===== src/rtl/julia_pkg.sv =====
// Shared constants, window defaults and state encoding for the Julia framebuffer engine.
// The optional Mandelbrot mode in julia_fb_writer is enabled by defining JULIA_MANDEL_EN.
package julia_pkg;

  localparam int FRAC_BITS    = 12;
  localparam int ESC_LIMIT    = 16384;
  localparam int DEF_MAX_ITER = 63;
  localparam int DEF_X0       = -8192;
  localparam int DEF_DX       = 51;
  localparam int DEF_Y0       = 4608;
  localparam int DEF_DY       = -51;

  typedef enum logic [1:0] {IDLE, INIT, ITER, WRITE} state_t;

  // The counter must be able to hold the cap itself, which is written for non-escaping pixels.
  function automatic int cnt_width(input int max_iter);
    return $clog2(max_iter + 1);
  endfunction

endpackage


===== src/rtl/julia_iter_step.sv =====
// One combinational z = z^2 + c evaluation in signed Q4.12, with the escape test on the incoming z.
module julia_iter_step
  import julia_pkg::*;
#(
  parameter int FRAC = FRAC_BITS
) (
  input  logic signed [15:0] z_re,
  input  logic signed [15:0] z_im,
  input  logic signed [15:0] c_re,
  input  logic signed [15:0] c_im,
  output logic signed [15:0] nz_re,
  output logic signed [15:0] nz_im,
  output logic               escape
);

  logic signed [31:0] p_re2, p_im2, p_reim;
  logic signed [19:0] re2, im2, reim;
  logic signed [20:0] mag;

  // Squares can reach 2^18 each after the shift, so the magnitude sum needs a 21st bit.
  always_comb begin
    p_re2  = 32'(z_re) * 32'(z_re);
    p_im2  = 32'(z_im) * 32'(z_im);
    p_reim = 32'(z_re) * 32'(z_im);
    re2    = 20'(p_re2 >>> FRAC);
    im2    = 20'(p_im2 >>> FRAC);
    reim   = 20'(p_reim >>> FRAC);
    mag    = 21'(re2) + 21'(im2);
    escape = mag > 21'(ESC_LIMIT);
    nz_re  = 16'(re2 - im2 + 20'(c_re));
    nz_im  = 16'(reim + reim + 20'(c_im));
  end

endmodule


===== src/rtl/julia_fb_writer.sv =====
// Raster-order Julia frame engine writing one escape count per pixel into the framebuffer BRAM.
// Define JULIA_MANDEL_EN to add the i_mandel port and the per-frame Mandelbrot mode.
module julia_fb_writer
  import julia_pkg::*;
#(
  parameter int FB_W     = 320,
  parameter int FB_H     = 180,
  parameter int ADDR_W   = 16,
  parameter int DATA_W   = 8,
  parameter int FRAC     = FRAC_BITS,
  parameter int MAX_ITER = DEF_MAX_ITER,
  parameter int X0       = DEF_X0,
  parameter int DX       = DEF_DX,
  parameter int Y0       = DEF_Y0,
  parameter int DY       = DEF_DY
) (
  input  logic                     clk,
  input  logic                     rst,
  input  logic                     i_start,
  input  logic signed [15:0]       i_c_re,
  input  logic signed [15:0]       i_c_im,
`ifdef JULIA_MANDEL_EN
  input  logic                     i_mandel,
`endif
  output logic                     o_we,
  output logic [ADDR_W-1:0]        o_addr,
  output logic [DATA_W-1:0]        o_data,
  output logic                     o_busy,
  output logic                     o_done
);

  localparam int CNT_W = cnt_width(MAX_ITER);
  localparam int PX_W  = $clog2(FB_W);
  localparam int PY_W  = $clog2(FB_H);
  localparam logic [PX_W-1:0]  PX_LAST  = PX_W'(FB_W - 1);
  localparam logic [PY_W-1:0]  PY_LAST  = PY_W'(FB_H - 1);
  localparam logic [CNT_W-1:0] ITER_CAP = CNT_W'(MAX_ITER);
  localparam logic signed [15:0] X0_Q = 16'(X0);
  localparam logic signed [15:0] DX_Q = 16'(DX);
  localparam logic signed [15:0] Y0_Q = 16'(Y0);
  localparam logic signed [15:0] DY_Q = 16'(DY);

  state_t             state;
  logic signed [15:0] c_re, c_im, re_base, im_row, z_re, z_im;
  logic signed [15:0] step_c_re, step_c_im, nz_re, nz_im;
  logic [PX_W-1:0]    px;
  logic [PY_W-1:0]    py;
  logic [ADDR_W-1:0]  addr;
  logic [CNT_W-1:0]   iter;
  logic               escape;
`ifdef JULIA_MANDEL_EN
  logic               mandel;
`endif

  // In Mandelbrot mode the pixel coordinate takes the place of the frame's latched c.
  always_comb begin
    step_c_re = c_re;
    step_c_im = c_im;
`ifdef JULIA_MANDEL_EN
    if (mandel) begin
      step_c_re = re_base;
      step_c_im = im_row;
    end
`endif
  end

  julia_iter_step #(.FRAC(FRAC)) u_step (
    .z_re   (z_re),
    .z_im   (z_im),
    .c_re   (step_c_re),
    .c_im   (step_c_im),
    .nz_re  (nz_re),
    .nz_im  (nz_im),
    .escape (escape)
  );

  // The write strobe is raised on entry to WRITE so it is high for exactly that state's cycle.
  always_ff @(posedge clk) begin
    if (rst) begin
      state   <= IDLE;
      c_re    <= '0;
      c_im    <= '0;
      re_base <= '0;
      im_row  <= '0;
      z_re    <= '0;
      z_im    <= '0;
      px      <= '0;
      py      <= '0;
      addr    <= '0;
      iter    <= '0;
`ifdef JULIA_MANDEL_EN
      mandel  <= 1'b0;
`endif
      o_we    <= 1'b0;
      o_addr  <= '0;
      o_data  <= '0;
      o_busy  <= 1'b0;
      o_done  <= 1'b0;
    end else begin
      o_we   <= 1'b0;
      o_done <= 1'b0;
      case (state)
        IDLE: begin
          if (i_start) begin
            c_re    <= i_c_re;
            c_im    <= i_c_im;
`ifdef JULIA_MANDEL_EN
            mandel  <= i_mandel;
`endif
            px      <= '0;
            py      <= '0;
            addr    <= '0;
            re_base <= X0_Q;
            im_row  <= Y0_Q;
            o_busy  <= 1'b1;
            state   <= INIT;
          end
        end
        INIT: begin
          z_re  <= re_base;
          z_im  <= im_row;
`ifdef JULIA_MANDEL_EN
          if (mandel) begin
            z_re <= '0;
            z_im <= '0;
          end
`endif
          iter  <= '0;
          state <= ITER;
        end
        ITER: begin
          if (escape || iter == ITER_CAP) begin
            o_we   <= 1'b1;
            o_addr <= addr;
            o_data <= DATA_W'(iter);
            state  <= WRITE;
          end else begin
            z_re <= nz_re;
            z_im <= nz_im;
            iter <= iter + CNT_W'(1);
          end
        end
        WRITE: begin
          addr <= addr + ADDR_W'(1);
          if (px == PX_LAST) begin
            px      <= '0;
            py      <= py + PY_W'(1);
            re_base <= X0_Q;
            im_row  <= im_row + DY_Q;
          end else begin
            px      <= px + PX_W'(1);
            re_base <= re_base + DX_Q;
          end
          if (px == PX_LAST && py == PY_LAST) begin
            o_busy <= 1'b0;
            o_done <= 1'b1;
            state  <= IDLE;
          end else begin
            state  <= INIT;
          end
        end
        default: state <= IDLE;
      endcase
    end
  end

endmodule


===== config.mk =====
export PLATFORM = sky130hd
export DESIGN_NAME = julia_fb_writer
export DESIGN_NICKNAME = d
export VERILOG_FILES = /design/src/rtl/julia_pkg.sv /design/src/rtl/julia_iter_step.sv /design/src/rtl/julia_fb_writer.sv
export SDC_FILE = /design/constraint.sdc
export NUM_CORES = 2
export LEC_CHECK = 0
export CAP_MARGIN = 20
export CORE_ASPECT_RATIO = 1.25
export CORE_MARGIN = 4
export CORE_UTILIZATION = 54
export DETAILED_ROUTE_END_ITERATION = 8
export GPL_TIMING_DRIVEN = 1
export PLACE_DENSITY = 0.71
export SLEW_MARGIN = 25
export SYNTH_ARGS = -nofsm -noshare
export SYNTH_HDL_FRONTEND = slang
export SYNTH_HIERARCHICAL = 1
export SYNTH_SLANG_ARGS = --single-unit

===== constraint.sdc =====
create_clock -name clk -period 11.4 [get_ports clk]
set_input_delay 1.14 -clock clk [delete_from_list [all_inputs] [get_ports clk]]
set_output_delay 1.14 -clock clk [all_outputs]
set_load 0.05 [all_outputs]

# Yosys cells after proc, flatten, opt, wreduce, memory -nomap -nowiden
# Cells that the tools add are included.
dict set report op_classes {
  magnitude_cmp 1
  n_mux 29
  n_addsub 11
  div_mod_pow 0
  eq_ne 11
  n_mul 3
  reduce_logical 14
  shift 0
  bitwise 2
}
# op n
set op_table {}
lappend op_table {{one-hot mux 16 bit (2 select lines)} 5}
lappend op_table {{2-to-1 mux 16 bit} 7}
lappend op_table {{multiplier 16 x 16 -> 32 bit} 2}
lappend op_table {{adder 16 bit} 3}
lappend op_table {{adder 16 x 7 -> 16 bit (second input constant)} 2}
lappend op_table {{multiplier 16 x 16 -> 28 bit} 1}
lappend op_table {{adder 20 x 20 -> 21 bit} 1}
lappend op_table {{> comparator 21 x 16 -> 1 bit (second input constant)} 1}
lappend op_table {{2-to-1 mux 9 bit} 2}
lappend op_table {{one-hot mux 9 bit (2 select lines)} 1}
lappend op_table {{adder 16 x 1 -> 16 bit (second input constant)} 1}
lappend op_table {{2-to-1 mux 8 bit} 2}
lappend op_table {{one-hot mux 8 bit (2 select lines)} 1}
lappend op_table {{subtractor 16 bit} 1}
lappend op_table {{one-hot mux 6 bit (2 select lines)} 1}
lappend op_table {{!= test 2 bit (second input constant)} 5}
lappend op_table {{AND reduction 2 bit} 5}
lappend op_table {{adder 9 x 1 -> 9 bit (second input constant)} 1}
lappend op_table {{equality test 9 bit (second input constant)} 1}
lappend op_table {{adder 8 x 1 -> 8 bit (second input constant)} 1}
lappend op_table {{equality test 8 bit (second input constant)} 1}
lappend op_table {{one-hot mux 2 bit (4 select lines)} 1}
lappend op_table {{adder 6 x 1 -> 6 bit (second input constant)} 1}
lappend op_table {{equality test 6 bit (second input constant)} 1}
lappend op_table {{other kinds (13)} 23}
dict set report word_totals {
  output_inout_bits 27
  mem_bits_rw 0
  inputBits 35
  latch_bits 0
  wordCells 87
  mem_bits_ro 0
  n_memories 0
  reg_bits 162
}

# Longest topological paths before layout
dict set report depth {
  word_depth 6
  depth_mapped 43
  ltp_nobuf 40
}

# Hierarchy
# The synthesis kept the hierarchy.
# module instances cells_each area_each_um2
set modules_own_cells {}
lappend modules_own_cells {julia_iter_step 1 3155 27971.8}
lappend modules_own_cells {julia_fb_writer 1 756 6800.3}

# Worst setup path before layout
# OpenSTA, ideal clock, no wires.
dict set report synth_timing {
  path_kind {reg2reg}
  start {reg z_re[3]}
  end {reg z_im[0]}
  synth_period_minus_slack_ns 9.167
  setup_ns 0.086
  setup_slack_ns 2.233
  t_arrival_ns 9.082
  t_required_ns 11.314
  path_stages_with_launch 41
  n_path_buf 3
  path_cell_list {dfxtp_1 -> clkbuf_1 -> clkbuf_1 -> nand2_1 -> inv_1 -> fa_1 -> inv_1 -> fa_1 -> fa_1 -> fa_1 -> inv_1 -> fa_1 -> inv_1 -> fa_1 -> inv_1 -> ha_1 -> a2111oi_4 -> o21ai_2 -> [... 5 more ...] -> ha_1 -> o21a_1 -> o21ai_0 -> a21oi_1 -> o31ai_1 -> a21o_1 -> a21boi_0 -> a211o_1 -> a311o_1 -> a2111o_1 -> nor3b_2 -> a211oi_2 -> nor2b_1 -> o21ai_1 -> nand2_1 -> clkbuf_1 -> nor2_1 -> a211oi_1}
}
dict set report synth_between {
  elab_chain_len 6
  word_cells_on_any_way 11
}
# item line_no
set synth_rtl {}
lappend synth_rtl {{start: declaration} julia_fb_writer.sv:44} ;# logic signed [15:0] c_re, c_im, re_base, im_row, z_re, z_im;
lappend synth_rtl {{start signal: assignment} julia_fb_writer.sv:120} ;# z_re <= re_base;
lappend synth_rtl {{start signal: assignment} julia_fb_writer.sv:138} ;# z_re <= nz_re;
lappend synth_rtl {{multiplier 16 x 16 -> 32 bit} julia_iter_step.sv:22} ;# p_re2 = 32'(z_re) * 32'(z_re);
lappend synth_rtl {{adder 20 x 20 -> 21 bit} julia_iter_step.sv:28} ;# mag = 21'(re2) + 21'(im2);
lappend synth_rtl {{> comparator 21 x 16 -> 1 bit} julia_iter_step.sv:29} ;# escape = mag > 21'(ESC_LIMIT);
lappend synth_rtl {{named net escape} julia_fb_writer.sv:50} ;# logic escape;
lappend synth_rtl {{logical OR 1 bit} julia_fb_writer.sv:132} ;# if (escape || iter == ITER_CAP) begin
lappend synth_rtl {{!= test 2 bit (no line)} -}
lappend synth_rtl {{AND reduction 2 bit (no line)} -}
lappend synth_rtl {{end signal: assignment} julia_fb_writer.sv:121} ;# z_im <= im_row;
lappend synth_rtl {{end signal: assignment} julia_fb_writer.sv:139} ;# z_im <= nz_im;
lappend synth_rtl {{end: declaration} julia_fb_writer.sv:44}
# The timed path passes the listed nets, and every way through them passes these cells. The select of a mux whose other input is x is not followed.
# A chain may end at the register's enable or synchronous reset.

# Final worst setup path
dict set report layout_timing {
  start {reg z_re[6]}
  end {reg z_im[7]}
}
# Same word-level chain as after synthesis.

==> metrics list <==
- Setup repair after global routing left no endpoint under its margin.
- Global placer's final weighted congestion: 0.917
* Cts repair resizes: 0
- Across the whole layout, storage elements account for 3240 um2.
- Area added between synthesis and finish: 6.15%
* Arrival time worst endpoint: 10.56 ns
* Wire length of the first global-routing pass: 138 mm
- The number of antenna violations at the first check in global routing came to 1.
* Number of failing hold endpoints at the final stage: 0
- CTS saw 162 sinks.
* Total I/O pin count: 62
- In this design, the stage delay of the slowest critical-path cell is 0.94 ns.
- The share of synthesized area in the top cell type comes to 40.6%.
- Final setup vio count: 0
- In this run, the number of DRC markers left after iteration 0 of detailed routing was 1,287.
* Clock tree from TritonCTS: done
* Footprint of the multi-input gates: 27,300 um2
- During placement, the flow inserted port buffers numbering 59.
* Worst Hold Class: reg -> reg
* Number of buffers added to fix hold violations after cts: 0
- Clock Pin Slew Worst Setup and Hold Paths: 0.09 ns
- Yosys attributes the largest share of cell area to sky130_fd_sc_hd__fa_1 (41%), sky130_fd_sc_hd__ha_1 (11%), sky130_fd_sc_hd__inv_1 (10%).
* Fmax: 0.0981 GHz
- The via count of the first global-routing pass is 27.0k.
- Register-to-register path setup slack: 1.21 ns
* Num CTS Buffers: 17
* Starting density of the core: 54.7%
- Summed over all failing endpoints, the final setup total negative slack is 0 ns.
- Maximum number of pins on one net before global-route repair: 65
- Fill cells in the final layout number 5,680.
- Critical-path top delay cell: sky130_fd_sc_hd__dfxtp_1
- Max-slew violations: 0
* Die width: 235 um
- Final standard cell utilization of the core: 58.1%
- Dividing the detail-routed wire length by the instance count gives 17.2 um.
* Final std cell area, no fill: 36,900 um2
* Average via count per standard cell: 5.32
- Seq cells post-synth: 162
- Across the run, the number of max-cap violations was 0.
* Clock tree root buffer cell: sky130_fd_sc_hd__clkbuf_16
- Tmin final: 10.19 ns
* Overflow after GRT: 0
- Leading cell type by number of instances after synthesis: sky130_fd_sc_hd__inv_1
- Skew final: 0.0207 ns
- The final critical path takes up 89.4% of the cycle.
* Synth Cell Area: 34,800 um2
- Depth of the CTS H-tree: 4
- Along the worst path, the maximum fanout reaches 64.
* List of most frequent post-synthesis cells: sky130_fd_sc_hd__inv_1 (971), sky130_fd_sc_hd__fa_1 (705), sky130_fd_sc_hd__nand2_1 (404)
- Register area share after synthesis: 9.33%
- Across all setup checks in the final design, the least slack found is 1.21 ns.
- Layout net count: 4,949
- Place WS: 1.36 ns
- Gate count after technology mapping: 3,911
- The worst setup path is launched from a register.
- Detailed-routing iteration count for the pre-antenna-repair pass: 6
* Height of the chip: 292 um
- Slew of the pin with the lowest slew margin: 1.03 ns
* Residual DRC: 0
- Of the cells placed in the final design, the portion with a size suffix greater than 1 is 4.16%.
- Across every metal layer, demand over resource in global routing totals 24.8%.
- 0 antenna diodes ended up in the layout.
- In the synthesized netlist the async set-or-reset flop fraction comes to 0%.
* Type of the worst setup path: reg -> reg
- For the worst setup path, the data required time is 11.77 ns.
- The floorplan has 103 rows.
- The flow ran to the end, and the final reports show no timing, DRC or antenna violations.
- After synthesis, the mean cell area works out to 8.89 um2.
- The clock passes through at most 2 buffers.
- Yosys mapped a number of flops with a built-in enable equal to 0.
* Core area: 63,500 um2
- The worst setup path is captured at a register.
- Cell taking the most area after synthesis: sky130_fd_sc_hd__fa_1
* Relative max-transition margin: 31.5%
- Number of nets still failing antenna checks after routing: 0
- In this run the cell area measured after placement is 36,300 um2.
- Detailed placement finished with a half-perimeter wire length of 67.9 mm.
* Distinct cell type count after synthesis: 98
- Buffers added to address setup during post-CTS repair amount to 0.
* Total die area: 68,500 um2
- Summing over every cut layer, the via total after detailed routing is 25.3k.
- The clock reaches the later pin of the worst-skew pair after 0.46 ns.
- Overall routed net length: 81.9 mm
- For this run, the number of Yosys warnings is 6.
- Ys flop type: sky130_fd_sc_hd__dfxtp_1
[cell usage in the layout, fill, tap and decap left out, drive strengths merged, types with 7 or more instances in the layout]
cell / instances
nand3: 28
a21o: 20
o21a: 27
xnor2: 122
xor2: 51
nand2: 404
mux2i: 57
a31oi: 7
nor4: 8
o211ai: 9
o21ai: 56
or3: 13
clkinv: 13
nor2b: 15
a21boi: 7
a211oi: 47
and2: 145
nand4: 22
clkbuf: 17
nor3: 48
buf: 62
nand2b: 23
o21bai: 13
clkdlybuf4s50: 58
and3: 10
dfxtp: 162
a21oi: 117
inv: 982
ha: 305
fa: 705
nor2: 276
[critical path, delay by kind of cell (launching register included)]
kind | cells | cell delay [ns]
fa+ha+maj | 8 | 3.65
simple gates | 8 | 1.14
flops | 1 | 0.94
buf+inv | 7 | 0.65
compound gates | 16 | 3.71
[cells by family after synthesis]
logic type	count (synthesis)	synth area share (%)
fa+ha+maj	1010	51.6
flops	162	9.33
simple gates	1017	13.5
other cells	1	0.0108
xor+xnor	173	4.45
compound gates	361	7.08
mux	60	1.74
buf+inv	1127	12.3
[sequential cells by signal, summed over array words and instances (netlist names), 8 cells and up]
signal and flops:
addr 16, py 8, px 9, z_re 16
c_re 16, z_im 16, re_base 16, im_row 16
c_im 16, o_addr 16
[cell type report]
class / count / share of cell area (%)
well taps: 840 / 2.85
clock inverters: 15 / 0.495
repair buffers: 120 / 2.87
flip-flops and latches: 162 / 8.79
inverters: 980 / 9.97
multi-input cells: 2623 / 73.9
clock buffers: 17 / 1.15
[layer usage]
metal | routed length (um) | up-vias | track usage (%)
li1 | - | 11800 | -
met1 | 32400 | 12700 | 31.6
met2 | 41900 | 709 | 44.3
met3 | 4460 | 157 | 2.78
met4 | 3140 | 0 | 8.49
met5 | 0 | - | 0
[path summary, 6_finish.rpt]
kind	from	end	cells after the start
max reg2reg	z_re[6]$_SDFFE_PP0P_	z_im[7]$_SDFFE_PP0P_	39
max	z_re[6]$_SDFFE_PP0P_	z_im[7]$_SDFFE_PP0P_	39
min	c_im[0]$_SDFFE_PP0P_	c_im[0]$_SDFFE_PP0P_	2
min reg2reg	c_im[0]$_SDFFE_PP0P_	c_im[0]$_SDFFE_PP0P_	2
[per-stage QoR]
stage	std cells	hold WS, ns
detailed placement	4725	0.447
CTS	4757	0.456
floorplan	3912	0.436
finish	4757	0.456
global route	4757	0.481
global placement	4725	0.441
Power is left out: the tool's default activity adds up to more than one toggle a clock period on the data nets, which glitch-free logic cannot reach.
